`config.mk`:
```
export PLATFORM = sky130hd
export DESIGN_NAME = dmem_arbiter
export DESIGN_NICKNAME = d
export VERILOG_FILES = /design/src/rtl/dmem_arbiter.sv
export SDC_FILE = /design/constraint.sdc
export NUM_CORES = 1
export LEC_CHECK = 0
export ABC_AREA = 1
export BUFFER_PORTS_ARGS = -buffer_cell sky130_fd_sc_hd__buf_2
export CAP_MARGIN = 15
export CORE_ASPECT_RATIO = 2
export CORE_MARGIN = 2
export CORE_UTILIZATION = 44
export DETAILED_ROUTE_END_ITERATION = 10
export GPL_TIMING_DRIVEN = 0
export HOLD_SLACK_MARGIN = 0.12
export PLACE_DENSITY = 0.85
export SLEW_MARGIN = 10
export SYNTH_ARGS = -nofsm -noshare
export SYNTH_HDL_FRONTEND = slang
export SYNTH_SLANG_ARGS = --single-unit
```
`constraint.sdc`:
```
create_clock -name clk -period 2.1 [get_ports clk]
set_input_delay 0.42 -clock clk [delete_from_list [all_inputs] [get_ports clk]]
set_output_delay 0.42 -clock clk [all_outputs]
set_load 0.05 [all_outputs]
```
`src/rtl/dmem_arbiter.sv`:
```
// Two-port (CPU / DMA) arbiter in front of a single-port 256x8 data memory.
// CPU has priority; a DMA request starved for STARVE_LIMIT CPU grants is forced through once.
module dmem_arbiter #(
    parameter int STARVE_LIMIT = 4
) (
    input  logic       clk,
    input  logic       rst,
    input  logic       cpu_req,
    input  logic       cpu_we,
    input  logic [7:0] cpu_addr,
    input  logic [7:0] cpu_wdata,
    output logic       cpu_gnt,
    output logic [7:0] cpu_rdata,
    output logic       cpu_rvalid,
    input  logic       dma_req,
    input  logic       dma_we,
    input  logic [7:0] dma_addr,
    input  logic [7:0] dma_wdata,
    output logic       dma_gnt,
    output logic [7:0] dma_rdata,
    output logic       dma_rvalid,
    output logic [7:0] mem_addr,
    output logic [7:0] mem_wdata,
    output logic       mem_we,
    input  logic [7:0] mem_rdata
);

    localparam int CNT_W = (STARVE_LIMIT > 0) ? $clog2(STARVE_LIMIT + 1) : 1;
    localparam logic [CNT_W-1:0] LIMIT = CNT_W'(STARVE_LIMIT);

    localparam logic [0:0] CPU_PRI   = 1'b0;
    localparam logic [0:0] DMA_FORCE = 1'b1;

    logic [0:0]       mode;
    logic [CNT_W-1:0] starve_cnt;
    logic [CNT_W-1:0] cnt_next;

    always_comb begin
        cpu_gnt = 1'b0;
        dma_gnt = 1'b0;
        if (!rst) begin
            if (mode == DMA_FORCE) begin
                dma_gnt = dma_req;
                cpu_gnt = cpu_req && !dma_req;
            end else begin
                cpu_gnt = cpu_req;
                dma_gnt = dma_req && !cpu_req;
            end
        end
    end

    // With no grant the CPU fields are presented, but the write strobe stays low.
    always_comb begin
        if (dma_gnt) begin
            mem_addr  = dma_addr;
            mem_wdata = dma_wdata;
            mem_we    = dma_we;
        end else begin
            mem_addr  = cpu_addr;
            mem_wdata = cpu_wdata;
            mem_we    = cpu_gnt && cpu_we;
        end
    end

    // Counter saturates at LIMIT; it never exceeds it, so != is a safe bound test.
    always_comb begin
        cnt_next = starve_cnt;
        if (dma_gnt || !dma_req)
            cnt_next = '0;
        else if (cpu_gnt && starve_cnt != LIMIT)
            cnt_next = starve_cnt + 1'b1;
    end

    always_ff @(posedge clk) begin
        if (rst) begin
            mode       <= CPU_PRI;
            starve_cnt <= '0;
            cpu_rdata  <= 8'h00;
            cpu_rvalid <= 1'b0;
            dma_rdata  <= 8'h00;
            dma_rvalid <= 1'b0;
        end else begin
            starve_cnt <= cnt_next;
            case (mode)
                CPU_PRI:   if (dma_req && !dma_gnt && cnt_next == LIMIT) mode <= DMA_FORCE;
                DMA_FORCE: if (dma_gnt || !dma_req) mode <= CPU_PRI;
                default:   mode <= CPU_PRI;
            endcase
            cpu_rvalid <= cpu_gnt && !cpu_we;
            dma_rvalid <= dma_gnt && !dma_we;
            if (cpu_gnt && !cpu_we) cpu_rdata <= mem_rdata;
            if (dma_gnt && !dma_we) dma_rdata <= mem_rdata;
        end
    end

endmodule

```
---- Yosys cells after proc, flatten, opt, wreduce, memory -nomap -nowiden ----
Cells that the tools add are included.
cells by class
  $add $sub $neg .......................... 1
  equality and inequality tests ........... 2
  muxes and demuxes ....................... 12
  bitwise logic cells ..................... 1
  reduce and logical (&&, ||, !) cells .... 14
operators with widths
  cell                   number
  $mux W8                2
  $logic_and A1 B1 Y1    8
  $mux W1                7
  $mux W3                2
  $logic_not A1 Y1       5
  $add A3 B1 Y3 const B  1
  $eq A3 B3 Y1 const B   1
  $ne A3 B3 Y1 const B   1
  $pmux W1 S2            1
  $logic_or A1 B1 Y1     1
  $not A1 Y1             1
word-level totals
  register bits after elaboration ......... 22
  bits of input ports ..................... 46
  output and inout port bits .............. 37
  logic and storage cells ................. 36

---- Depth between registers and ports, before layout ----
  depth in word-level cells ............... 11
  gate-level depth with buffers ........... 8
  depth with buffers taken out ............ 8

---- Worst setup path before layout ----
OpenSTA, ideal clock, no wires.
  path type ............................... input -> output
  start ................................... in rst
  end ..................................... out mem_we
  data arrival time ....................... 1.712 ns
  data required time ...................... 1.680 ns
  path slack .............................. -0.032 ns
  stages .................................. 5
  path buffers ............................ 0
  cells stage by stage .................... inv_2 > nand2_2 > nor2_8 > nand2_1 > a21oi_1
on the way
  word-level cells in the longest chain between the ends .. 3
  elaborated cells between the ends (all ways) .. 4
  classes of those cells .................. mux (3); reduce/logical (1)
RTL lines
  element              RTL line  text
  start: declaration   7         input logic rst,
  $mux W1              41        if (!rst) begin
  via cpu_gnt          12        output logic cpu_gnt,
  $logic_and A1 B1 Y1  61        mem_we = cpu_gnt && cpu_we;
  $mux W1              54        if (dma_gnt) begin
  end: declaration     24        output logic mem_we,
The timed path passes the listed nets, and every way through them passes these cells.

---- Worst setup path in the final report ----
  start ................................... reg mode
  end ..................................... out mem_wdata[6]
on the way
  word-level cells in the longest chain between the ends .. 3
RTL lines
  element                   RTL line  text
  start: declaration        34        logic [0:0] mode;
  start signal: assignment  76        mode <= CPU_PRI;
  start signal: assignment  85        CPU_PRI: if (dma_req && !dma_gnt && cnt_next == LIMIT) mode <= DMA_FORCE;
  start signal: assignment  86        DMA_FORCE: if (dma_gnt || !dma_req) mode <= CPU_PRI;
  $mux W1                   42        if (mode == DMA_FORCE) begin
  $mux W1                   41
  $mux W8                   54
  end: declaration          23        output logic [7:0] mem_wdata,
No other way between the ends.

==> impl_metrics.env <==
export IMPL_status="finished clean"
export IMPL_grt_antenna_before_repair=0
export IMPL_io_pins=83
export IMPL_synth_top_family_by_area="simple AND/OR/NAND/NOR gates"
export IMPL_r2r_cells=8
export IMPL_hpwl_um=2490
export IMPL_finalSetupViolCount=0
export IMPL_die_area_um2=3200
export IMPL_clkSinkCount=22
export IMPL_fin_crit_ns=1.92
export IMPL_synth_fa_ha_area_share_pct=2.08
export IMPL_hold_depth=3
export IMPL_finish_instance_area_um2=1760
export IMPL_track_usage_pct=20.5
export IMPL_drt_iter0_markers=7
export IMPL_rows=26
export IMPL_ys_ff_latch=22
export IMPL_drt_wl_total_um=3120
export IMPL_grt_start_max_net_pins=14
export IMPL_r2r_end="mode"
export IMPL_cp_slowest_cell="dfxtp_1"
export IMPL_yosysUniqueCellTypes=24
export IMPL_cp_common_cell="nand2_1"
export IMPL_power_density_nw_per_um2=654
export IMPL_synthCells=171
export IMPL_grt_pass1_vias=1151
export IMPL_antenna_cells=0
export IMPL_path_max_fanout=10
export IMPL_synth_area_per_cell_um2=7.05
export IMPL_nets=307
export IMPL_worstReg2RegStart="starve_cnt[0]"
export IMPL_dp_cells=281
export IMPL_tns_ns=0
export IMPL_crit_path_start_kind="flip-flop"
export IMPL_clk_latency_ns=0.26
export IMPL_maxCapViolCount=0
export IMPL_io_buffers=82
export IMPL_place_gp_congestion=0.770
export IMPL_synth_simple_gate_area_share_pct=43.6
export IMPL_die_y_um=78.0
export IMPL_synth_xor_area_share_pct=0
export IMPL_initial_core_util_pct=46.9
export IMPL_fin_worst_skew_ns=0.00327
export IMPL_hold_start="mem_rdata[0]"
export IMPL_rsz0062_at_grt="false"
export IMPL_power_leakage_nw=0.985
export IMPL_muxShareOfSynthArea_pct=0
export IMPL_reg2reg_slack_ns=0.82
export IMPL_cts_buffers=3
export IMPL_cpPeakStageDelay_ns=0.33
export IMPL_finalCritPeriodShare_pct=91.4
export IMPL_synth_area_um2=1200
export IMPL_cts_tree="built"
export IMPL_drcViolationCount=0
export IMPL_cts_clk_slew_worst_paths_ns=0.08
export IMPL_place_area_um2=1650
export IMPL_crit_type="reg -> out"
export IMPL_cts_max_path_buffers=2
export IMPL_first_pass_iters=4
export IMPL_grt_overflow_total=0
export IMPL_drtAntennaViolNets=0
export IMPL_worstSetupEndpointType="primary output"
export IMPL_worstMarginPinSlew_ns=0.266
export IMPL_synth_net_count=219
export IMPL_synth_warnings=0
export IMPL_synth_compound_area_share_pct=10.2
export IMPL_fmax_ghz=0.521
export IMPL_hold_path_end="cpu_rdata[0]"
export IMPL_grt_pass1_wl_um=4690
export IMPL_core_area_um2=2570
export IMPL_htree_levels=1
export IMPL_ys_seq_area_share_pct=36.6
export IMPL_wl_per_cell_um=10.9
export IMPL_finalNonFillerCells=286
export IMPL_cpLargestDelayFamily="buffers and inverters"
export IMPL_drive_above_1_share_pct=46.5
export IMPL_synthToLayoutAreaGrowth_pct=45.7
export IMPL_hold_class="in -> reg"
export IMPL_maxSlewHeadroom_pct=82.4
export IMPL_cts_root_buf="clkbuf_8"
export IMPL_vias_per_cell=4.53
export IMPL_hold_viol_final=0
export IMPL_vias=1295
export IMPL_holdWs_ns=0.404
export IMPL_drv_slew=0
export IMPL_crit_required_ns=1.68
export IMPL_crit_buf_inv=4
export IMPL_crit_chain="inv_1 -> nand2_2 -> nand3_4 -> inv_6 -> buf_6 -> nand2_1 -> nand2_1 -> buf_2"
export IMPL_die_w_um=41
export IMPL_irDropWorstVdd_mv=0.710
export IMPL_arrival_ns=1.50
[tightest hold or removal path, delay by kind of cell]
kind            cells  cell delay (ns)
compound gates      1             0.04
buf+inv             1             0.11
simple gates        1             0.06
[worst max-delay path by stage]
stage               startpoint            to  slack [ns]  cells past startpoint
global route              mode  mem_wdata[6]        0.06                      8
detailed placement     cpu_req  mem_wdata[6]        0.15                      8
floorplan                  rst        mem_we        0.21                      5
finish                    mode  mem_wdata[6]        0.18                      8
global placement       cpu_req  mem_wdata[3]        0.17                      8
CTS                       mode  mem_wdata[6]        0.05                      8
[sequential cells by signal, summed over array words and instances (netlist names)]
| register | count |
|---|---|
| cpu_rdata | 8 |
| dma_rdata | 8 |
| starve_cnt | 3 |
| cpu_rvalid | 1 |
| dma_rvalid | 1 |
| mode | 1 |
[cell families (layout without fill, tap and decap cells)]
kind of cell | after synthesis | in the layout
and+or+nand+nor | 111 | 111
DFF | 22 | 22
AOI/OAI and AO/OA | 18 | 18
buffers and inverters | 18 | 105
adders and majority gates | 2 | 2
[per-layer routing]
layer	wire [um]	up-vias	global-route usage (%)
li1	-	699	-
met5	0	-	0
met3	158	4	2.00
met1	1060	551	19.7
met2	1840	41	37.8
met4	57	0	9.33
[cells in the mapped netlist]
library cell  instances  area (um^2)
nor2_8                2         40.0
nand2_1              70          263
inv_2                 2         7.51
clkbuf_2              1         5.00
buf_4                 1         7.51
a21oi_1               1         5.00
nor2_1               20         75.1
nand3_1               4         20.0
buf_6                 1         11.3
nor3_2                1         10.0
o21ai_1               8         40.0
nand3_4               1         17.5
nand4_1               1         6.26
ha_1                  2         25.0
dfxtp_1              22          440
nand2_2              10         62.6
inv_8                 1         11.3
nand2_4               1         11.3
nand2_8               1         20.0
buf_2                 1         5.00
inv_4                 1         6.26
a21boi_0              1         7.51
inv_1                10         37.5
a21oi_2               8         70.1
[per-stage QoR]
| stage | worst slack, ns | utilization (%) | power (mW) |
|---|---|---|---|
| after floorplan | 0.214 | - | 0.665 |
| after global placement | 0.174 | 64.4 | 0.758 |
| after detailed placement | 0.153 | 64.4 | 0.762 |
| after CTS | 0.0514 | 67.1 | 1.15 |
| after global routing | 0.0592 | 68.3 | 1.20 |
| final | 0.181 | 68.3 | 1.15 |
[repair_timing]
item,in CTS,in global routing
endpoints found under the setup margin,0,9
resized for setup,0,9
setup buffers,0,1
hold buffers,0,0
[area by class of cell]
cell class	instances	area, um^2
fill	229	815
multi-input combinational	131	677
sequential	22	440
timing repair buffer	83	438
inverter	14	65.1
clock buffer	3	41.3
tap	28	35.0
clock inverter	1	30.0
buffer	4	28.8
[power by group]
| part | switching (mW) | total (mW) | leakage [nW] | internal (mW) |
|---|---|---|---|---|
| combinational | 0.228 | 0.324 | 0.771 | 0.0961 |
| sequential | 0.00603 | 0.435 | 0.179 | 0.429 |
| clock | 0.133 | 0.388 | 0.0357 | 0.255 |
| total | 0.368 | 1.15 | 0.985 | 0.780 |
[cells in the final DEF, fill, tap and decap left out, drive strengths merged]
master and instances:
a21boi 1, a21oi 9, buf 78, bufinv 1, clkbuf 12, dfxtp 22
ha 2, inv 14, nand2 82, nand3 5, nand4 1, nor2 22
nor3 1, o21ai 8
Power figures use the tool's default switching activity.
